<file path="src/rtl/arith_pkg.sv">
// Shared types and defaults for the serial arithmetic blocks.
package arith_pkg;

   localparam int ARITH_WIDTH = 4;

   typedef enum logic [1:0] {
      IDLE = 2'd0,
      RUN  = 2'd1,
      DONE = 2'd2
   } state_e;

endpackage

</file>
<file path="src/rtl/full_subtractor.sv">
// 1-bit full subtractor cell: d = a - b - bin with borrow-out; purely combinational.
module full_subtractor (
   input  logic a,
   input  logic b,
   input  logic bin,
   output logic d,
   output logic bout
);

   assign d    = a ^ b ^ bin;
   assign bout = (~a & b) | (~(a ^ b) & bin);

endmodule

</file>
<file path="src/rtl/serial_subtractor_nbit.sv">
// Bit-serial a - b - bin, LSB first, one bit per clk; result valid WIDTH edges after accept.
// Single operation in flight; result held in DONE until out_ready, in_ready low meanwhile.
module serial_subtractor_nbit
   import arith_pkg::*;
#(
   parameter int WIDTH = ARITH_WIDTH
) (
   input  logic             clk,
   input  logic             rst_n,
   input  logic             in_valid,
   output logic             in_ready,
   input  logic [WIDTH-1:0] a,
   input  logic [WIDTH-1:0] b,
   input  logic             bin,
   output logic             out_valid,
   input  logic             out_ready,
   output logic [WIDTH-1:0] diff,
   output logic             bout
);

   localparam int CNT_W = $clog2(WIDTH);

   state_e             state_q, state_d;
   logic [WIDTH-1:0]   a_q, a_d;
   logic [WIDTH-1:0]   b_q, b_d;
   logic [WIDTH-1:0]   res_q, res_d;
   logic [WIDTH-1:0]   diff_q, diff_d;
   logic               brw_q, brw_d;
   logic               bout_q, bout_d;
   logic [CNT_W-1:0]   cnt_q, cnt_d;

   logic               fs_d;
   logic               fs_bo;
   logic               last_bit;
   logic [WIDTH-1:0]   res_shift;

   full_subtractor u_fs (
      .a    (a_q[0]),
      .b    (b_q[0]),
      .bin  (brw_q),
      .d    (fs_d),
      .bout (fs_bo)
   );

   assign last_bit  = (cnt_q == CNT_W'(WIDTH - 1));
   assign res_shift = {fs_d, res_q[WIDTH-1:1]};

   always_comb begin
      state_d = state_q;
      a_d     = a_q;
      b_d     = b_q;
      res_d   = res_q;
      diff_d  = diff_q;
      brw_d   = brw_q;
      bout_d  = bout_q;
      cnt_d   = cnt_q;
      case (state_q)
         IDLE: begin
            if (in_valid) begin
               a_d     = a;
               b_d     = b;
               brw_d   = bin;
               cnt_d   = '0;
               state_d = RUN;
            end
         end
         RUN: begin
            res_d = res_shift;
            brw_d = fs_bo;
            a_d   = a_q >> 1;
            b_d   = b_q >> 1;
            // Counter stops at WIDTH-1 so it never wraps for power-of-two widths.
            if (last_bit) begin
               diff_d  = res_shift;
               bout_d  = fs_bo;
               state_d = DONE;
            end else begin
               cnt_d = cnt_q + CNT_W'(1);
            end
         end
         DONE: begin
            if (out_ready) begin
               state_d = IDLE;
            end
         end
         default: state_d = IDLE;
      endcase
   end

   always_ff @(posedge clk) begin
      if (!rst_n) begin
         state_q <= IDLE;
         a_q     <= '0;
         b_q     <= '0;
         res_q   <= '0;
         diff_q  <= '0;
         brw_q   <= 1'b0;
         bout_q  <= 1'b0;
         cnt_q   <= '0;
      end else begin
         state_q <= state_d;
         a_q     <= a_d;
         b_q     <= b_d;
         res_q   <= res_d;
         diff_q  <= diff_d;
         brw_q   <= brw_d;
         bout_q  <= bout_d;
         cnt_q   <= cnt_d;
      end
   end

   // in_ready is gated by rst_n so it reads 0 throughout reset.
   assign in_ready  = rst_n && (state_q == IDLE);
   assign out_valid = (state_q == DONE);
   assign diff      = diff_q;
   assign bout      = bout_q;

endmodule
</file>
<file path="config.mk">
export PLATFORM = sky130hd
export DESIGN_NAME = serial_subtractor_nbit
export DESIGN_NICKNAME = d
export VERILOG_FILES = /design/src/rtl/arith_pkg.sv /design/src/rtl/full_subtractor.sv /design/src/rtl/serial_subtractor_nbit.sv
export SDC_FILE = /design/constraint.sdc
export NUM_CORES = 1
export LEC_CHECK = 0
export ABC_AREA = 1
export CORE_MARGIN = 8
export CORE_UTILIZATION = 45
export CTS_CLUSTER_DIAMETER = 120
export CTS_CLUSTER_SIZE = 14
export DETAILED_ROUTE_END_ITERATION = 10
export PLACE_DENSITY = 0.81
export SLEW_MARGIN = 30
export SYNTH_ARGS = -nofsm -noshare
export SYNTH_HDL_FRONTEND = slang
export SYNTH_SLANG_ARGS = --single-unit
</file>
<file path="constraint.sdc">
create_clock -name clk -period 1.3 [get_ports clk]
set_input_delay 0.26 -clock clk [delete_from_list [all_inputs] [get_ports clk]]
set_output_delay 0.26 -clock clk [all_outputs]
set_load 0.05 [all_outputs]
</file>
; Yosys cells after proc, flatten, opt, wreduce, memory -nomap -nowiden
; Index checks and enable logic that the tools add are counted.
[op_classes]
bitwise_logic = 7
n_eq_ne = 7
n_reduce_logical = 7
add_sub_neg = 1
n_mux = 13
[op_table]
columns = cell, count
row1 = case mux 4 bit (2 select lines), 2
row2 = 2-to-1 mux 2 bit, 5
row3 = 2-to-1 mux 4 bit, 2
row4 = != test 2 bit (second input constant), 3
row5 = case mux 2 bit (3 select lines), 1
row6 = AND reduction 3 bit, 2
row7 = equality test 2 bit (second input constant), 2
row8 = case mux 2 bit (2 select lines), 1
row9 = AND reduction 2 bit, 2
row10 = adder 2 x 1 -> 2 bit (second input constant), 1
row11 = bitwise AND 1 bit, 2
row12 = equality test 2 x 1 -> 1 bit (second input constant), 1
row13 = zero test 2 bit, 1
row14 = != test 2 x 1 -> 1 bit (second input constant), 1
row15 = inverter 1 bit, 2
row16 = case mux 1 bit (2 select lines), 1
row17 = nonzero test 2 bit, 1
row18 = bitwise XOR 1 bit, 2
row19 = logical AND 1 bit, 1
row20 = 2-to-1 mux 1 bit, 1
row21 = OR 1 bit, 1
[totals]
reg_bits = 22
wordCells = 43

; Longest topological paths before layout
; Gate-level depths: netlist (run 1).
[logic_depth]
depth_word = 5
mapped_depth = 7

; Modules after synthesis
; Synthesis (run 1) repeated with hierarchy kept, for this count alone.
[hier_totals]
hier_cells = 144
hier_area_um2 = 989.7
[modules_own_cells]
columns = mod, cells_per_inst, n_inst, area_per_inst_um2, seq_area_each_um2
row1 = serial_subtractor_nbit, 140, 1, 958.4, 420.4
row2 = full_subtractor, 4, 1, 31.3, 0.0

; Worst setup path after synthesis (run 1)
; Ideal clock, no wire load.
[synth_timing]
kind = reg-to-output
from = register state_q[0]
to = output in_ready
setup_slack_ns = -0.207
path_buffers = 0
required_time_ns = 1.040
arrival_ns = 1.247
stages_incl_launch_ff = 4
path_cell_list = dfxtp_1 -> nor2_1 -> inv_1 -> nor2_1
[synth_between]
elab_chain_len = 2
[synth_rtl]
columns = item, line_no
row1 = "start, declared", serial_subtractor_nbit.sv:23  ; state_e state_q, state_d;
row2 = "start signal, assigned", serial_subtractor_nbit.sv:101  ; state_q <= state_d;
row3 = zero test 2 bit, serial_subtractor_nbit.sv:113  ; assign in_ready = rst_n && (state_q == IDLE);
row4 = logical AND 1 bit, serial_subtractor_nbit.sv:113
row5 = "end, declared", serial_subtractor_nbit.sv:11  ; output logic in_ready,
; Every way passes these cells.

; Worst setup path in the final report (run 1)
[layout_timing]
from = input rst_n
to = output in_ready
[layout_between]
elab_chain_len = 1
[layout_rtl]
columns = item, line_no
row1 = "start, declared", serial_subtractor_nbit.sv:9  ; input logic rst_n,
row2 = logical AND 1 bit, serial_subtractor_nbit.sv:113
; Every way passes these cells.

==> flow_summary.yaml, run 1 <==
place:
  gp_congestion: 0.7392
  post-place-ws_ps: -75.25
  dpl.hpwl_um: 1578
  port-buffer-count: 19
  dpl-instance-area_um2: 1299
timing:
  timing.slew.headroom: 0.8786
  slew_viol_final: 0
  post-route-min-period_ps: 1357
  postLayoutSetupSlackWorst_ps: -56.56
  max_freq_ghz: 0.7372
  skew_final_ps: 10.68
  post-route-period-util: 1.044
  worst_slew_pin_slew_ps: 180.2
  grt_setup_unrepaired: "yes"
  fin_hold_viols: 0
  final.hold.worst_slack_ps: 470.5
  timing.final.setup_violations: 2
finish:
  fin_util: 0.6541
  n_fill_cell: 186
  area_occupied_by_multi_input_gates_um2: 499.2
  most-common-layout-cells: "sky130_fd_sc_hd__nand2_1, sky130_fd_sc_hd__nor2_1, sky130_fd_sc_hd__dfxtp_1, sky130_fd_sc_hd__inv_1, sky130_fd_sc_hd__clkdlybuf4s50_1"
  antenna-diode-count: 0
  final_common_cell: "sky130_fd_sc_hd__nand2_1"
  layout-area-overhead-vs-synth_pct: 42.75
  finish.net_count: 182
  final-seq-area_um2: 427.9
  layout-drive-gt1-share: 0.2229
  stdcell_area_um2: 1391
critical_path:
  critPathArrivalTime_ps: 1100
  setup.worst_path.class: "input pin to primary output"
  worst_setup_path_start_kind: "input pin"
  critPathMaxFanout: 2
  worst-endpoint-required_ps: 1040
  timing.critical_path.from: "rst_n"
  r2r-start: "b_q[0]"
  end_kind: "primary output"
clock_tree:
  post_cts_clock_slew_at_the_launch_and_capture_registers_of_the_worst_setup_and_hold_paths_ps: 110
  cts_tree: "yes"
  clock_latency_ps: 310
  numCtsBuffers: 3
  cts.htree.levels: 1
  clock_sinks: 21
  hold_buffers: 0
  clock_tree.root_cell: "sky130_fd_sc_hd__clkbuf_4"
  clk_path_buf_depth: 2
global_route:
  largest_net_degree_at_the_start_of_global_routing: 19
  remaining_global_route_overflow: 0
  wire_length_of_the_first_global_routing_pass_um: 3884
  groute.usage.overall: 0.1174
  antenna_found_initial: 0
  number_of_global_route_vias_before_repair: 930
run:
  max-cap-violations: 0
hold_path:
  timing.hold.worst.start: "a_q[3]"
  hp-class: "flop to flop"
yosys:
  post_synth_instance_area_um2: 974.7
  unique_masters_post_synth: 17
  yosys_warnings: 0
  syn_avg_cell_area_um2: 7.063
  synth.yosys.seq_area_share: 0.4313
  flip_flop_and_latch_count_after_synthesis: 21
  synthesis.instances: 138
  synth_nets: 153
drt:
  detailed_route_vias_per_instance: 4.660
  final_antenna_net_count: 0
  vias: 904
  wl_um: 2218
  drt_drc_violations_left: 0
  first_pass_detailed_route_iteration_total: 4
  detail_route.iter0.violations: 48
  route.detailed.wl_per_inst_um: 11.43
power_and_ir_drop:
  p_leak_nw: 0.6168
  fin_total_pwr_mw: 1.299
  p_per_area_nw_per_um2: 933.8
  peakVddDrop_mv: 0.7819
die:
  initial_core_util: 0.4582
  rows: 17
  full_die_area_um2: 3911
  io_pins: 20
  die_height_um: 62.54
  core_area_um2: 2127
  floorplan.die.width_um: 62.54
run_status:
  outcome: "finished with violations"
  failing_checks: "setup timing"
[final timing paths]
path         cells after the start  slack, ps  endpoint
max                              4        -60  in_ready
min                              2        470    a_q[3]
max reg2reg                      5        110      bout
min reg2reg                      2        470    a_q[3]
[routing by layer]
metal | wire length, um | share of wire | GRT usage
met5 | 0 | 0 | 0
met4 | 23 | 0.010 | 0.05128
met3 | 81 | 0.037 | 0.02867
met2 | 1165 | 0.53 | 0.2186
met1 | 948 | 0.43 | 0.1203
[cell families (layout without fill, tap and decap cells)]
kind of cell,Yosys count,count (layout),share of synthesized area
flip-flops,21,21,0.4313
buffers and inverters,19,47,0.08856
adder cells (fa/ha/maj),2,2,0.03337
AND/OR/NAND/NOR,76,76,0.3132
AO/OA/AOI/OAI,20,20,0.1335
[layout make-up]
| type | instances | area share |
|---|---|---|
| clock buffer | 3 | 0.01619 |
| clock inverter | 1 | 0.003597 |
| inverter | 16 | 0.04676 |
| multi-input combinational | 98 | 0.3588 |
| sequential | 21 | 0.3076 |
| tap | 28 | 0.02518 |
| timing repair buffer | 27 | 0.2419 |
[power by group]
group,switching (mW),internal [mW]
registers,0.0208,0.680
clock network,0.198,0.115
logic,0.150,0.136
[flip-flops by register name, indices dropped and copies added (netlist names)]
name     flops
a_q          4
b_q          4
diff         4
res_q        3
cnt_q        2
state_q      2
bout         1
brw_q        1
[what timing repair did]
| action | 4_1_cts | 5_1_grt |
|---|---|---|
| resized for setup | 10 | 6 |
| setup endpoints to repair | 2 | 5 |
| buffers inserted | 2 | 1 |
| cloned | 0 | 0 |
| pin swaps | 3 | 2 |
[through the flow]
step / cells / TNS (ps)
after floorplan: 138 / 0
after global placement: 187 / -90.62
after detailed placement: 187 / -340.4
after CTS: 193 / -89.47
after global routing: 194 / -192.3
final: 194 / -79.29
[worst max-delay path: stages]
cell and delay, ps:
sky130_fd_sc_hd__clkdlybuf4s50_1 510, sky130_fd_sc_hd__inv_2 70, sky130_fd_sc_hd__nor2_4 120, sky130_fd_sc_hd__buf_12 140
[cell usage after synthesis (all sizes together)]
| library cell | count | share of area |
|---|---|---|
| ha | 1 | 0.013 |
| a21oi | 6 | 0.031 |
| dfxtp | 21 | 0.43 |
| o21ai | 14 | 0.10 |
| buf | 2 | 0.023 |
| fa | 1 | 0.021 |
| nor2 | 35 | 0.14 |
| nand2 | 39 | 0.16 |
| clkbuf | 1 | 0.0038 |
| nand3 | 2 | 0.010 |
| inv | 16 | 0.062 |
(Power assumes the default switching activity.)
==> inputs of run 2 (changes only) <==
--- a/config.mk
+++ b/config.mk
@@ -7,11 +7,11 @@
 export LEC_CHECK = 0
 export ABC_AREA = 1
 export CORE_MARGIN = 8
-export CORE_UTILIZATION = 45
+export CORE_UTILIZATION = 49
 export CTS_CLUSTER_DIAMETER = 120
 export CTS_CLUSTER_SIZE = 14
 export DETAILED_ROUTE_END_ITERATION = 10
-export PLACE_DENSITY = 0.81
+export PLACE_DENSITY = 0.86
 export SLEW_MARGIN = 30
 export SYNTH_ARGS = -nofsm -noshare
 export SYNTH_HDL_FRONTEND = slang
==> run 2 against run 1 <==
Against the previous run: the flow still finishes with violations (setup timing); design area is 0.81% higher; sequential power hardly changed; fmax is 0.74% higher; sequential share of layout area is 0.25 points lower; highest routed layer unchanged.
==> flow_summary.yaml, run 2 (synthesis gave the netlist of run 1 again) <==
run_status:
  outcome: "finished with violations"
  failing_checks: "setup timing"
timing:
  timing.slew.headroom: 0.8524
  grt_setup_unrepaired: "yes"
  skew_final_ps: 3.220
  timing.final.setup_violations: 2
  fin_hold_viols: 0
  post-route-period-util: 1.036
  slew_viol_final: 0
  postLayoutSetupSlackWorst_ps: -46.57
  max_freq_ghz: 0.7426
  post-route-min-period_ps: 1347
  setup-tns-final_ps: -60.68
  worst_slew_pin_slew_ps: 219.1
critical_path:
  critPathArrivalTime_ps: 1090
  worst-endpoint-required_ps: 1040
  worst_setup_path_start_kind: "input pin"
  critPathMaxFanout: 2
  r2r-start: "b_q[0]"
  timing.critical_path.from: "rst_n"
  setup.worst_path.class: "input pin to primary output"
  end_kind: "primary output"
place:
  dpl.hpwl_um: 1627
  post-place-ws_ps: -57.53
  port-buffer-count: 19
  gp_congestion: 0.7754
global_route:
  largest_net_degree_at_the_start_of_global_routing: 19
  wire_length_of_the_first_global_routing_pass_um: 4029
  remaining_global_route_overflow: 0
  groute.usage.overall: 0.1410
  antenna_found_initial: 0
  number_of_global_route_vias_before_repair: 987
finish:
  layout-drive-gt1-share: 0.2262
  most-common-layout-cells: "sky130_fd_sc_hd__nand2_1, sky130_fd_sc_hd__nor2_1, sky130_fd_sc_hd__dfxtp_1, sky130_fd_sc_hd__inv_1, sky130_fd_sc_hd__clkdlybuf4s50_1"
  final_common_cell: "sky130_fd_sc_hd__nand2_1"
  finish.net_count: 184
  layout-area-overhead-vs-synth_pct: 43.90
  antenna-diode-count: 0
drt:
  detailed_route_wirelength_on_metal3_um: 86
  met2_wirelength_um: 1250
  wl_um: 2356
  highest-signal-layer: "met4"
  wl_met1_um: 976
  detailed_route_vias_per_instance: 4.800
  vias: 936
  drt_drc_violations_left: 0
  route.detailed.wl_per_inst_um: 12.08
  final_antenna_net_count: 0
  detail_route.iter0.violations: 28
  first_pass_detailed_route_iteration_total: 4
power_and_ir_drop:
  design_internal_power_mw: 0.9394
  share_seq_of_total_power: 0.539
  p_leak_nw: 0.6265
  peakVddDrop_mv: 0.5807
  switching_share: 0.2775
  switching_power_mw: 0.3608
  power.share.clock: 0.232
  p_per_area_nw_per_um2: 926.9
  comb_power_share: 0.230
die:
  core_area_um2: 1922
  full_die_area_um2: 3672
  die_height_um: 60.60
  io_pins: 20
  rows: 16
  floorplan.die.width_um: 60.60
  initial_core_util: 0.5072
clock_tree:
  numCtsBuffers: 3
  clock_latency_ps: 290
  clock_tree.root_cell: "sky130_fd_sc_hd__clkbuf_4"
  cts.htree.levels: 1
  post_cts_clock_slew_at_the_launch_and_capture_registers_of_the_worst_setup_and_hold_paths_ps: 110
  clk_path_buf_depth: 2
  hold_buffers: 0
  cts_tree: "yes"
  clock_sinks: 21
hold_path:
  hp-class: "flop to flop"
  timing.hold.worst.start: "b_q[3]"
run:
  max-cap-violations: 0
-- run 2: layer usage --
layer,global-route usage,vias up
li1,-,480
met1,0.1477,430
met2,0.2609,20
met3,0.02966,6
met4,0.06312,0
met5,0,-
-- run 2: path summary, 6_finish.rpt --
path,slack (ps),cells past startpoint,to
worst min-delay path,480,2,b_q[3]
worst min register to register,480,2,b_q[3]
worst max register to register,40,4,res_q[3]
worst max-delay path,-50,4,in_ready
-- run 2: what timing repair did --
item	4_1_cts	5_1_grt
buffers inserted	7	0
endpoints found under the setup margin	2	16
pin swaps	5	5
gates resized for setup	12	7
gates cloned	1	0
-- run 2: metrics by stage --
stage	util	total power [mW]	cells	hold slack [ps]	cell area, um^2
after global placement	0.6751	0.9669	186	454.4	1297
after floorplan	-	0.8799	138	395.7	979.7
after detailed placement	0.6751	0.9812	186	458.0	1297
after global routing	0.7298	1.375	195	514.1	1403
final	0.7298	1.300	195	475.3	1403
after CTS	0.7422	1.318	197	473.8	1426
-- run 2: area by class of cell --
class | instances | area, um^2
clock buffer | 4 | 26.28
inverter | 16 | 65.06
sequential | 21 | 427.9
multi-input combinational | 98 | 499.2
tap | 27 | 33.78
fill | 153 | 519.2
timing repair buffer | 29 | 350.3
-- run 2: power groups by stage --
stage / logic (mW) / clock network [mW] / registers (mW)
global placement: 0.250 / 0 / 0.717
detailed placement: 0.263 / 0 / 0.719
floorplan: 0.163 / 0 / 0.717
global route: 0.330 / 0.341 / 0.705
finish: 0.299 / 0.301 / 0.700
CTS: 0.310 / 0.307 / 0.702
-- run 2: critical path, cell delays in order --
cell	delay, ps
sky130_fd_sc_hd__clkdlybuf4s50_1	500
sky130_fd_sc_hd__inv_2	60
sky130_fd_sc_hd__nor2_4	120
sky130_fd_sc_hd__buf_12	140
